### config.mk
export PLATFORM = sky130hd
export DESIGN_NAME = shift_add_mult8
export DESIGN_NICKNAME = d
export VERILOG_FILES = /design/src/rtl/shift_add_mult8_pkg.sv /design/src/rtl/adder_8.sv /design/src/rtl/shift_add_mult8.sv
export SDC_FILE = /design/constraint.sdc
export NUM_CORES = 1
export LEC_CHECK = 0
export CAP_MARGIN = 40
export CORE_ASPECT_RATIO = 0.5
export CORE_MARGIN = 2
export CORE_UTILIZATION = 36
export CTS_BUF_LIST = sky130_fd_sc_hd__clkbuf_2 sky130_fd_sc_hd__clkbuf_4 sky130_fd_sc_hd__clkbuf_8
export CTS_CLUSTER_DIAMETER = 60
export DETAILED_ROUTE_END_ITERATION = 10
export GPL_TIMING_DRIVEN = 0
export PLACE_DENSITY = 0.62
export SLEW_MARGIN = 10
export SYNTH_ARGS = -nofsm -noshare
export SYNTH_HDL_FRONTEND = slang
export SYNTH_HIERARCHICAL = 1
export SYNTH_SLANG_ARGS = --single-unit
### constraint.sdc
create_clock -name clk -period 1.9 [get_ports clk]
set_input_delay 0.38 -clock clk [delete_from_list [all_inputs] [get_ports clk]]
set_output_delay 0.38 -clock clk [all_outputs]
set_load 0.03 [all_outputs]
### src/rtl/shift_add_mult8_pkg.sv
// Shared definitions for the sequential shift-and-add multiplier:
// FSM encodings and step-counter sizing.
package shift_add_mult8_pkg;

    typedef enum logic [1:0] {
        MUL_IDLE = 2'b00,
        MUL_RUN  = 2'b01,
        MUL_DONE = 2'b10
    } mul_state_e;

    localparam int MUL_STEPS = 8;
    localparam int CNT_W     = 3;

    localparam logic [CNT_W-1:0] CNT_LAST = CNT_W'(MUL_STEPS - 1);

endpackage

### src/rtl/adder_8.sv
// Plain 8-bit ripple adder with carry-out, shared by the ALU and the
// multi-cycle multiplier.
module adder_8 (
    input  logic [7:0] a_i,
    input  logic [7:0] b_i,
    output logic [7:0] sum_o,
    output logic       cout_o
);

    assign {cout_o, sum_o} = {1'b0, a_i} + {1'b0, b_i};

endmodule

### src/rtl/shift_add_mult8.sv
// Sequential 8x8 -> 16-bit unsigned multiplier. One partial product per RUN
// cycle through a single time-shared adder_8, with a start/busy/done handshake.
module shift_add_mult8
    import shift_add_mult8_pkg::*;
#(
    parameter int WIDTH = 8
) (
    input  logic               clk,
    input  logic               rst_n,
    input  logic               start,
    input  logic               abort,
    input  logic [WIDTH-1:0]   a,
    input  logic [WIDTH-1:0]   b,
    output logic               busy,
    output logic               done,
    output logic [2*WIDTH-1:0] product
);

    mul_state_e         state_q, state_d;
    logic [WIDTH-1:0]   mcand_q, mcand_d;
    logic [WIDTH-1:0]   acc_q, acc_d;
    logic [WIDTH-1:0]   mplier_q, mplier_d;
    logic [CNT_W-1:0]   cnt_q, cnt_d;
    logic [2*WIDTH-1:0] product_q, product_d;

    logic [WIDTH-1:0]   addend;
    logic [WIDTH-1:0]   sum;
    logic               cout;

    assign addend = mplier_q[0] ? mcand_q : '0;

    adder_8 u_adder (
        .a_i    (acc_q),
        .b_i    (addend),
        .sum_o  (sum),
        .cout_o (cout)
    );

    always_ff @(posedge clk or negedge rst_n) begin
        if (!rst_n) begin
            state_q   <= MUL_IDLE;
            mcand_q   <= '0;
            acc_q     <= '0;
            mplier_q  <= '0;
            cnt_q     <= '0;
            product_q <= '0;
        end else begin
            state_q   <= state_d;
            mcand_q   <= mcand_d;
            acc_q     <= acc_d;
            mplier_q  <= mplier_d;
            cnt_q     <= cnt_d;
            product_q <= product_d;
        end
    end

    // Abort outranks start in IDLE; the unused encoding falls back to IDLE.
    always_comb begin
        state_d = state_q;
        unique case (state_q)
            MUL_IDLE: if (start && !abort) state_d = MUL_RUN;
            MUL_RUN: begin
                if (abort)                  state_d = MUL_IDLE;
                else if (cnt_q == CNT_LAST) state_d = MUL_DONE;
            end
            MUL_DONE: state_d = MUL_IDLE;
            default:  state_d = MUL_IDLE;
        endcase
    end

    // The adder carry lands directly in the accumulator MSB on the shift,
    // so no separate carry flop is kept.
    always_comb begin
        mcand_d   = mcand_q;
        acc_d     = acc_q;
        mplier_d  = mplier_q;
        cnt_d     = cnt_q;
        product_d = product_q;
        if (state_q == MUL_IDLE && start && !abort) begin
            mcand_d  = a;
            mplier_d = b;
            acc_d    = '0;
            cnt_d    = '0;
        end else if (state_q == MUL_RUN && !abort) begin
            acc_d    = {cout, sum[WIDTH-1:1]};
            mplier_d = {sum[0], mplier_q[WIDTH-1:1]};
            cnt_d    = cnt_q + CNT_W'(1);
            if (cnt_q == CNT_LAST) product_d = {acc_d, mplier_d};
        end
    end

    always_comb begin
        busy = (state_q == MUL_RUN) || (state_q == MUL_DONE);
        done = (state_q == MUL_DONE);
    end

    assign product = product_q;

endmodule

; Word level (Yosys, flattened, before mapping)
; Cells that the tools add are included.
[totals]
out_inout_bits = 18
input_bits = 20
ff_bits = 45
wordCells = 35
[classes]
bitwise = 1
eq_ne = 5
add_sub_neg = 2
n_mux = 11
n_reduce_logical = 10
[ops]
columns = operator, n
row1 = 8-bit two-way mux, 5
row2 = 8-bit by 8-bit adder with 9-bit output, 1
row3 = 2-bit two-way mux, 3
row4 = 3-bit two-way mux, 2
row5 = 1-bit logical AND, 4
row6 = 2-bit case mux with 2 select lines, 1
row7 = 3-bit by 1-bit adder with 3-bit output (second input constant), 1
row8 = 3-bit == test (second input constant), 1
row9 = 3-bit by 2-bit != test with 1-bit output (second input constant), 1
row10 = 3-bit AND reduction, 1
row11 = 2-bit by 1-bit == test with 1-bit output (second input constant), 1
row12 = 2-bit == test (second input constant), 1
row13 = 2-bit logical NOT, 1
row14 = 2-bit != test (second input constant), 1
row15 = 2-bit AND reduction, 1
row16 = 2-bit nonzero test, 1
row17 = 1-bit logical NOT, 1
row18 = 1-bit logical OR, 1
row19 = 1-bit NOT, 1

; Logic depth before layout (Yosys ltp)
; Gate-level depths: netlist (run 1).
[depth]
depth_word = 5
depth_mapped = 9
ltp_nobuf = 9

; Cells and area by module
; The synthesis (run 1) kept the hierarchy.
[by_module_without_submodules]
columns = mod, cells_each, instances, area_each_um2, seq_area_each_um2
row1 = shift_add_mult8, 169, 1, 2019.4, 1126.1
row2 = adder_8, 42, 1, 324.1, 0.0

; Worst setup path after synthesis (run 1)
; No wires, ideal clock.
[synth_timing]
path_kind = flip-flop to flip-flop
start = reg mplier_q[0]
end = reg product_q[15] (netlist: product[15])
setup_slack_ns = -0.100
setup_ns = 0.125
synth_period_minus_slack_ns = 2.000
stages_incl_launch_ff = 9
n_path_buf = 0
arrival_time_ns = 1.874
t_required_ns = 1.775
cell_sequence = dfrtp_1 > and2_1 > ha_1 > fa_1 > a21oi_1 > nor2_1 > nor2_1 > o21ai_0 > mux2_4
[synth_between]
elab_chain_cells = 2
[synth_lines]
columns = element, line_no
row1 = "start, declared", shift_add_mult8.sv:22  ; logic [WIDTH-1:0] mplier_q, mplier_d;
row2 = "start signal, assigned", shift_add_mult8.sv:51  ; mplier_q <= mplier_d;
row3 = 8-bit two-way mux, shift_add_mult8.sv:30  ; assign addend = mplier_q[0] ? mcand_q : '0;
row4 = named net addend[0], shift_add_mult8.sv:26  ; logic [WIDTH-1:0] addend;
row5 = 8-bit by 8-bit adder with 9-bit output, adder_8.sv:10  ; assign {cout_o, sum_o} = {1'b0, a_i} + {1'b0, b_i};
row6 = named net cout, shift_add_mult8.sv:28  ; logic cout;
row7 = "end signal, assigned", shift_add_mult8.sv:53  ; product_q <= product_d;
row8 = "end, declared", shift_add_mult8.sv:24  ; logic [2*WIDTH-1:0] product_q, product_d;
; The timed path passes the listed nets, and every way through them passes these cells.
; A chain may end at the register's enable or synchronous reset.

; Worst setup path after layout (run 1)
[layout_timing]
start = reg mplier_q[0]
end = reg product_q[12] (netlist: product[12])
[layout_between]
elab_chain_cells = 2
[layout_lines]
columns = element, line_no
row1 = 8-bit two-way mux, shift_add_mult8.sv:30
row2 = named net addend[2], shift_add_mult8.sv:26
row3 = 8-bit by 8-bit adder with 9-bit output, adder_8.sv:10
row4 = named net sum[5], shift_add_mult8.sv:27  ; logic [WIDTH-1:0] sum;
; The timed path passes the listed nets, and every way through them passes these cells.

==> results.yml, run 1 <==
clock_tree:
  numClockSinks: 45
  clk_pin_slew_ps: 100
  cts_tree: "yes"
  insertion_delay_ps: 300
  cts_made_buffers: 5
  clock-root-buffer: "clkbuf_8"
  h-tree-depth: 2
  cts_buffer_depth: 2
  ctsHoldBuffers: 0
routing:
  dr.pass1.iters: 4
  num_vias: 1707
  wire_per_inst_um: 14.5
  ant_nets: 0
  remaining_drc_errors: 0
  viasPerCell: 4.85
  drt_iter0_markers: 94
  wirelength_um: 5090
timing:
  finalSetupTns_ps: -1050
  period_share: 1.11
  rsz0062_at_grt: "true"
  setup_viol: 11
  setup_slack_ps: -202
  period_needed_ps: 2100
  finalMaxSlewViolations: 0
  clock_skew_ps: 12.5
  final-hold-violation-count: 0
  timing.fmax_mhz: 476
  worst_pin_slew_ps: 511
  slew-limit-headroom: 0.660
die:
  coreArea_um2: 6180
  ios: 38
  start_util: 0.379
  dieArea_um2: 7210
  row_count: 20
  die_w_um: 118
  die_y_um: 61.1
synthesis:
  async_flop_share: 1.00
  synthSimpleGateAreaFrac: 0.151
  synth_top_flop_cell: "dfrtp_1"
  synth_edf_count: 0
  synth_compound_area_frac: 0.0924
  synthMuxAreaShare: 0.140
  synthesis.nets: 246
  synth_xor_xnor_area_share: 0.0187
  synthCells: 211
  yosysWarnings: 6
  synth_top_family_by_area: "simple AND/OR/NAND/NOR gates"
  synth_cell_type_count: 37
  seq_area_frac_synth: 0.481
  syn_avg_cell_area_um2: 11.1
  synthAdderAreaFrac: 0.0833
  ys_seq_elements: 45
  netlist_area_um2: 2340
min_path:
  hold_class: "primary input to async pin"
job:
  max-cap-violations: 0
setup_path:
  critical_path_class: "flop to flop"
  worst-path-max-fanout: 6
  start_kind: "flop"
  cp-end-kind: "flop"
  cp_data_required_time_ps: 2090
  arrival_ps: 2290
global_routing:
  grt_max_degree: 28
  grt_pass1_vias: 1631
  track_usage: 0.149
  antenna_found_initial: 0
  grt_pass1_wl_um: 8160
  overflow: 0
layout:
  seq_area_um2: 1130
  antenna_cells: 0
  syn_to_final_growth_pct: 34.5
  nFillCells: 563
  fin_area_um2: 3150
  multi_input_area_um2: 1300
  fin_nets: 298
  final_cell_mix: "dfrtp_1, nand2_1, clkdlybuf4s50_1, mux2_2, mux2_4"
  final_common_cell: "dfrtp_1"
  drive_gt1_frac: 0.295
pwr:
  p_leak_nw: 1.45
  powerDensity_nw_per_um2: 1410
  peakVddDrop_mv: 0.429
place:
  place_congestion: 0.743
  dpl_cell_area_um2: 2890
  io_buffers: 37
  dp_hpwl_um: 3500
run_status:
  status: "finished, violations left"
  failed_checks: "negative setup slack"
-- path summary, 6_finish.rpt --
check	startpoint	to	slack [ps]	cells past startpoint
min in group clk	mcand_q[1]	mcand_q[1]	510	1
max reg2reg	mplier_q[0]	product[12]	-200	7
max	mplier_q[0]	product[12]	-200	7
max in group asynchronous	rst_n	mplier_q[0]	1380	2
min reg2reg	mcand_q[1]	mcand_q[1]	510	1
min	rst_n	acc_q[0]	20	1
-- worst max-delay path, stage by stage, from the launching register on --
cell and delay, ps:
dfrtp_2 480, and2_1 190, ha_4 310, nand3_2 120, a21oi_2 220, nor4_2 70
a311o_1 340, mux2_2 260
-- timing repair --
item | 4_1_cts | 5_1_grt
buffers inserted | 5 | 2
pin swaps | 11 | 10
setup endpoints to repair | 12 | 13
cloned | 0 | 0
resized for setup | 20 | 13
endpoints found under the hold margin | 0 | 0
-- metrics by stage --
| stage | power, mW | setup WS, ps | cells | hold slack [ps] | utilization |
|---|---|---|---|---|---|
| after floorplan | 2.94 | -29.2 | 211 | 84.4 | - |
| after global placement | 3.43 | -804 | 336 | 482 | 0.465 |
| after detailed placement | 3.50 | -243 | 337 | 361 | 0.467 |
| after CTS | 4.33 | -177 | 350 | 27.7 | 0.499 |
| after global routing | 4.78 | -269 | 352 | 37.4 | 0.510 |
| final | 4.46 | -202 | 352 | 17.6 | 0.510 |
-- layer usage --
metal  part of all wire  global-route usage  wire length [um]  vias up
met5                  0                   0                 0        -
met4             0.0079              0.0465                40        0
met3              0.033              0.0361               169        2
met2               0.47               0.245              2410       28
met1               0.49               0.200              2470      845
li1                   -                   -                 -      832
-- Yosys cell counts (2+ instances only) --
master    instances  area [um^2]
ha_1             14          175
mux2_2           14          158
mux2_4           10          150
dfrtp_1          45         1130
and2_1            8         50.1
nand3_1           2         10.0
nor2b_1           2         12.5
buf_2             3         15.0
nand2b_1          3         18.8
inv_1             4         15.0
xnor2_1           3         26.3
a31oi_1           8         50.1
nor3_1            2         10.0
nand2_1          40          150
nor2_1           12         45.0
a311o_1           2         20.0
a21o_1            3         22.5
xor2_1            2         17.5
buf_4             2         15.0
a21oi_1          15         75.1
-- kinds of logic after synthesis --
group / Yosys count
DFF: 45
muxes: 26
buffers and inverters: 13
adders and majority gates: 15
xor gates and xnor gates: 5
AOI/OAI and AO/OA: 34
and+or+nand+nor: 73
-- flip-flops by register name, indices dropped and copies added, names as in the netlist --
signal and cells:
mcand_q 8, mplier_q 8, cnt_q 3, acc_q 8, product 16, state_q 2
-- report_power, final --
part	switching [mW]	total, mW	internal [mW]
Sequential	0.236	1.54	1.30
Combinational	1.16	2.30	1.15
Clock	0.353	0.619	0.266
-- cell type report --
class,instances,area share
plain buffers,8,0.0190
flip-flops and latches,45,0.358
repair buffers,45,0.141
inverters,5,0.00675
clock buffers,5,0.0218
clock inverters,3,0.00794
well taps,88,0.0349
multi-input cells,153,0.411
Power figures use the tool's default switching activity.
==> inputs of run 2 (changes only) <==
--- a/config.mk
+++ b/config.mk
@@ -5,7 +5,7 @@
 export SDC_FILE = /design/constraint.sdc
 export NUM_CORES = 1
 export LEC_CHECK = 0
-export CAP_MARGIN = 40
+export CAP_MARGIN = 15
 export CORE_ASPECT_RATIO = 0.5
 export CORE_MARGIN = 2
 export CORE_UTILIZATION = 36
==> run 2 against run 1 <==
  * The run still ends with negative setup slack left
  * Non-clock buffer count is the same
  * Cell area is the same
  * Setup slack is the same
==> results.yml, run 2 (synthesized netlist as in run 1, its figures left out) <==
global_routing:
  grt_max_degree: 28
  grt_pass1_wl_um: 8160
  track_usage: 0.149
  antenna_found_initial: 0
  grt_pass1_vias: 1631
  overflow: 0
pwr:
  p_total_mw: 4.46
  powerDensity_nw_per_um2: 1410
  p_leak_nw: 1.45
  peakVddDrop_mv: 0.429
setup_path:
  start_kind: "flop"
  r2r_cells: 7
  reg2reg_to: "product[12]"
  reg2reg_slack_ps: -200
  worst-path-max-fanout: 6
  arrival_ps: 2290
  cp-end-kind: "flop"
  startpoint: "mplier_q[0]"
  critical_path_class: "flop to flop"
  cp_data_required_time_ps: 2090
  endpoint: "product[12]"
  worst_r2r_startpoint: "mplier_q[0]"
routing:
  wirelength_um: 5090
  ant_nets: 0
  dr.pass1.iters: 4
  num_vias: 1707
  drt_iter0_markers: 94
  viasPerCell: 4.85
  wire_per_inst_um: 14.5
  remaining_drc_errors: 0
place:
  dp_hpwl_um: 3500
  io_buffers: 37
  place_congestion: 0.743
clock_tree:
  clk_pin_slew_ps: 100
  ctsHoldBuffers: 0
  h-tree-depth: 2
  cts_buffer_depth: 2
  cts_tree: "yes"
  cts_made_buffers: 5
  insertion_delay_ps: 300
  numClockSinks: 45
  clock-root-buffer: "clkbuf_8"
timing:
  finalSetupTns_ps: -1050
  worst_pin_slew_ps: 511
  hold_ws_ps: 17.6
  timing.fmax_mhz: 476
  setup_slack_ps: -202
  slew-limit-headroom: 0.660
  finalMaxSlewViolations: 0
  clock_skew_ps: 12.5
  period_share: 1.11
  period_needed_ps: 2100
  rsz0062_at_grt: "true"
  final-hold-violation-count: 0
  setup_viol: 11
layout:
  nFillCells: 563
  largest_register_ffs: 16
  final_cell_mix: "dfrtp_1, nand2_1, clkdlybuf4s50_1, mux2_2, mux2_4"
  antenna_cells: 0
  final_common_cell: "dfrtp_1"
  fin_nets: 298
  syn_to_final_growth_pct: 34.5
  drive_gt1_frac: 0.295
die:
  dieArea_um2: 7210
  row_count: 20
  start_util: 0.379
  coreArea_um2: 6180
  die_y_um: 61.1
  die_w_um: 118
  ios: 38
job:
  max-cap-violations: 0
run_status:
  failed_checks: "negative setup slack"
  status: "finished, violations left"
min_path:
  hold_class: "primary input to async pin"
==> run 2: cell counts in the layout (fill, tap and decap cells not counted) <==
Identical to the previous run, type by type.
==> run 2: worst max-delay path, cell delays in order (launching register included) <==
cell     delay, ps
dfrtp_2        480
and2_1         190
ha_4           310
nand3_2        120
a21oi_2        220
nor4_2          70
a311o_1        340
mux2_2         260
==> run 2: metal layers <==
layer / part of all wire / global-route usage / wire (um)
met1: 0.49 / 0.200 / 2470
met2: 0.47 / 0.245 / 2410
met5: 0 / 0 / 0
met3: 0.033 / 0.0361 / 169
met4: 0.0079 / 0.0465 / 40
==> run 2: per-stage QoR <==
stage | std cells | area [um^2] | worst slack [ps] | utilization
floorplan | 211 | 2390 | -29.2 | -
global placement | 336 | 2870 | -804 | 0.465
detailed placement | 337 | 2890 | -243 | 0.467
CTS | 350 | 3080 | -177 | 0.499
global route | 352 | 3150 | -269 | 0.510
finish | 352 | 3150 | -202 | 0.510
==> run 2: worst min-delay path by stage <==
| stage | cells after the start | to | slack [ps] |
|---|---|---|---|
| after floorplan | 0 | acc_q[0] | 80 |
| after global placement | 1 | mcand_q[4] | 480 |
| after detailed placement | 1 | product[11] | 360 |
| after CTS | 1 | acc_q[0] | 30 |
| after global routing | 1 | product[7] | 40 |
| final | 1 | acc_q[0] | 20 |
==> run 2: cell type report <==
class | count | area (um^2) | share of cell area
Inverter | 5 | 21.3 | 0.00675
Clock buffer | 5 | 68.8 | 0.0218
Timing Repair Buffer | 45 | 444 | 0.141
Sequential cell | 45 | 1130 | 0.358
Clock inverter | 3 | 25.0 | 0.00794
Buffer | 8 | 60.1 | 0.0190
Tap cell | 88 | 110 | 0.0349
Multi-Input combinational cell | 153 | 1300 | 0.411
==> run 2: report_power, final <==
part,switching (mW),internal [mW]
registers,0.236,1.30
logic,1.16,1.15
clock network,0.353,0.266
==> run 2: timing repair <==
item | CTS | global route
gates resized for setup | 20 | 13
setup endpoints to repair | 12 | 13
pin swaps | 11 | 10
setup buffers | 5 | 2
==> inputs of run 3 (changes only) <==
--- a/config.mk
+++ b/config.mk
@@ -11,6 +11,7 @@
 export CORE_UTILIZATION = 36
 export CTS_BUF_LIST = sky130_fd_sc_hd__clkbuf_2 sky130_fd_sc_hd__clkbuf_4 sky130_fd_sc_hd__clkbuf_8
 export CTS_CLUSTER_DIAMETER = 60
+export CTS_CLUSTER_SIZE = 28
 export DETAILED_ROUTE_END_ITERATION = 10
 export GPL_TIMING_DRIVEN = 0
 export PLACE_DENSITY = 0.62
==> results of run 3 <==
The final DEF is identical to that of run 2; final timing and power are the same.
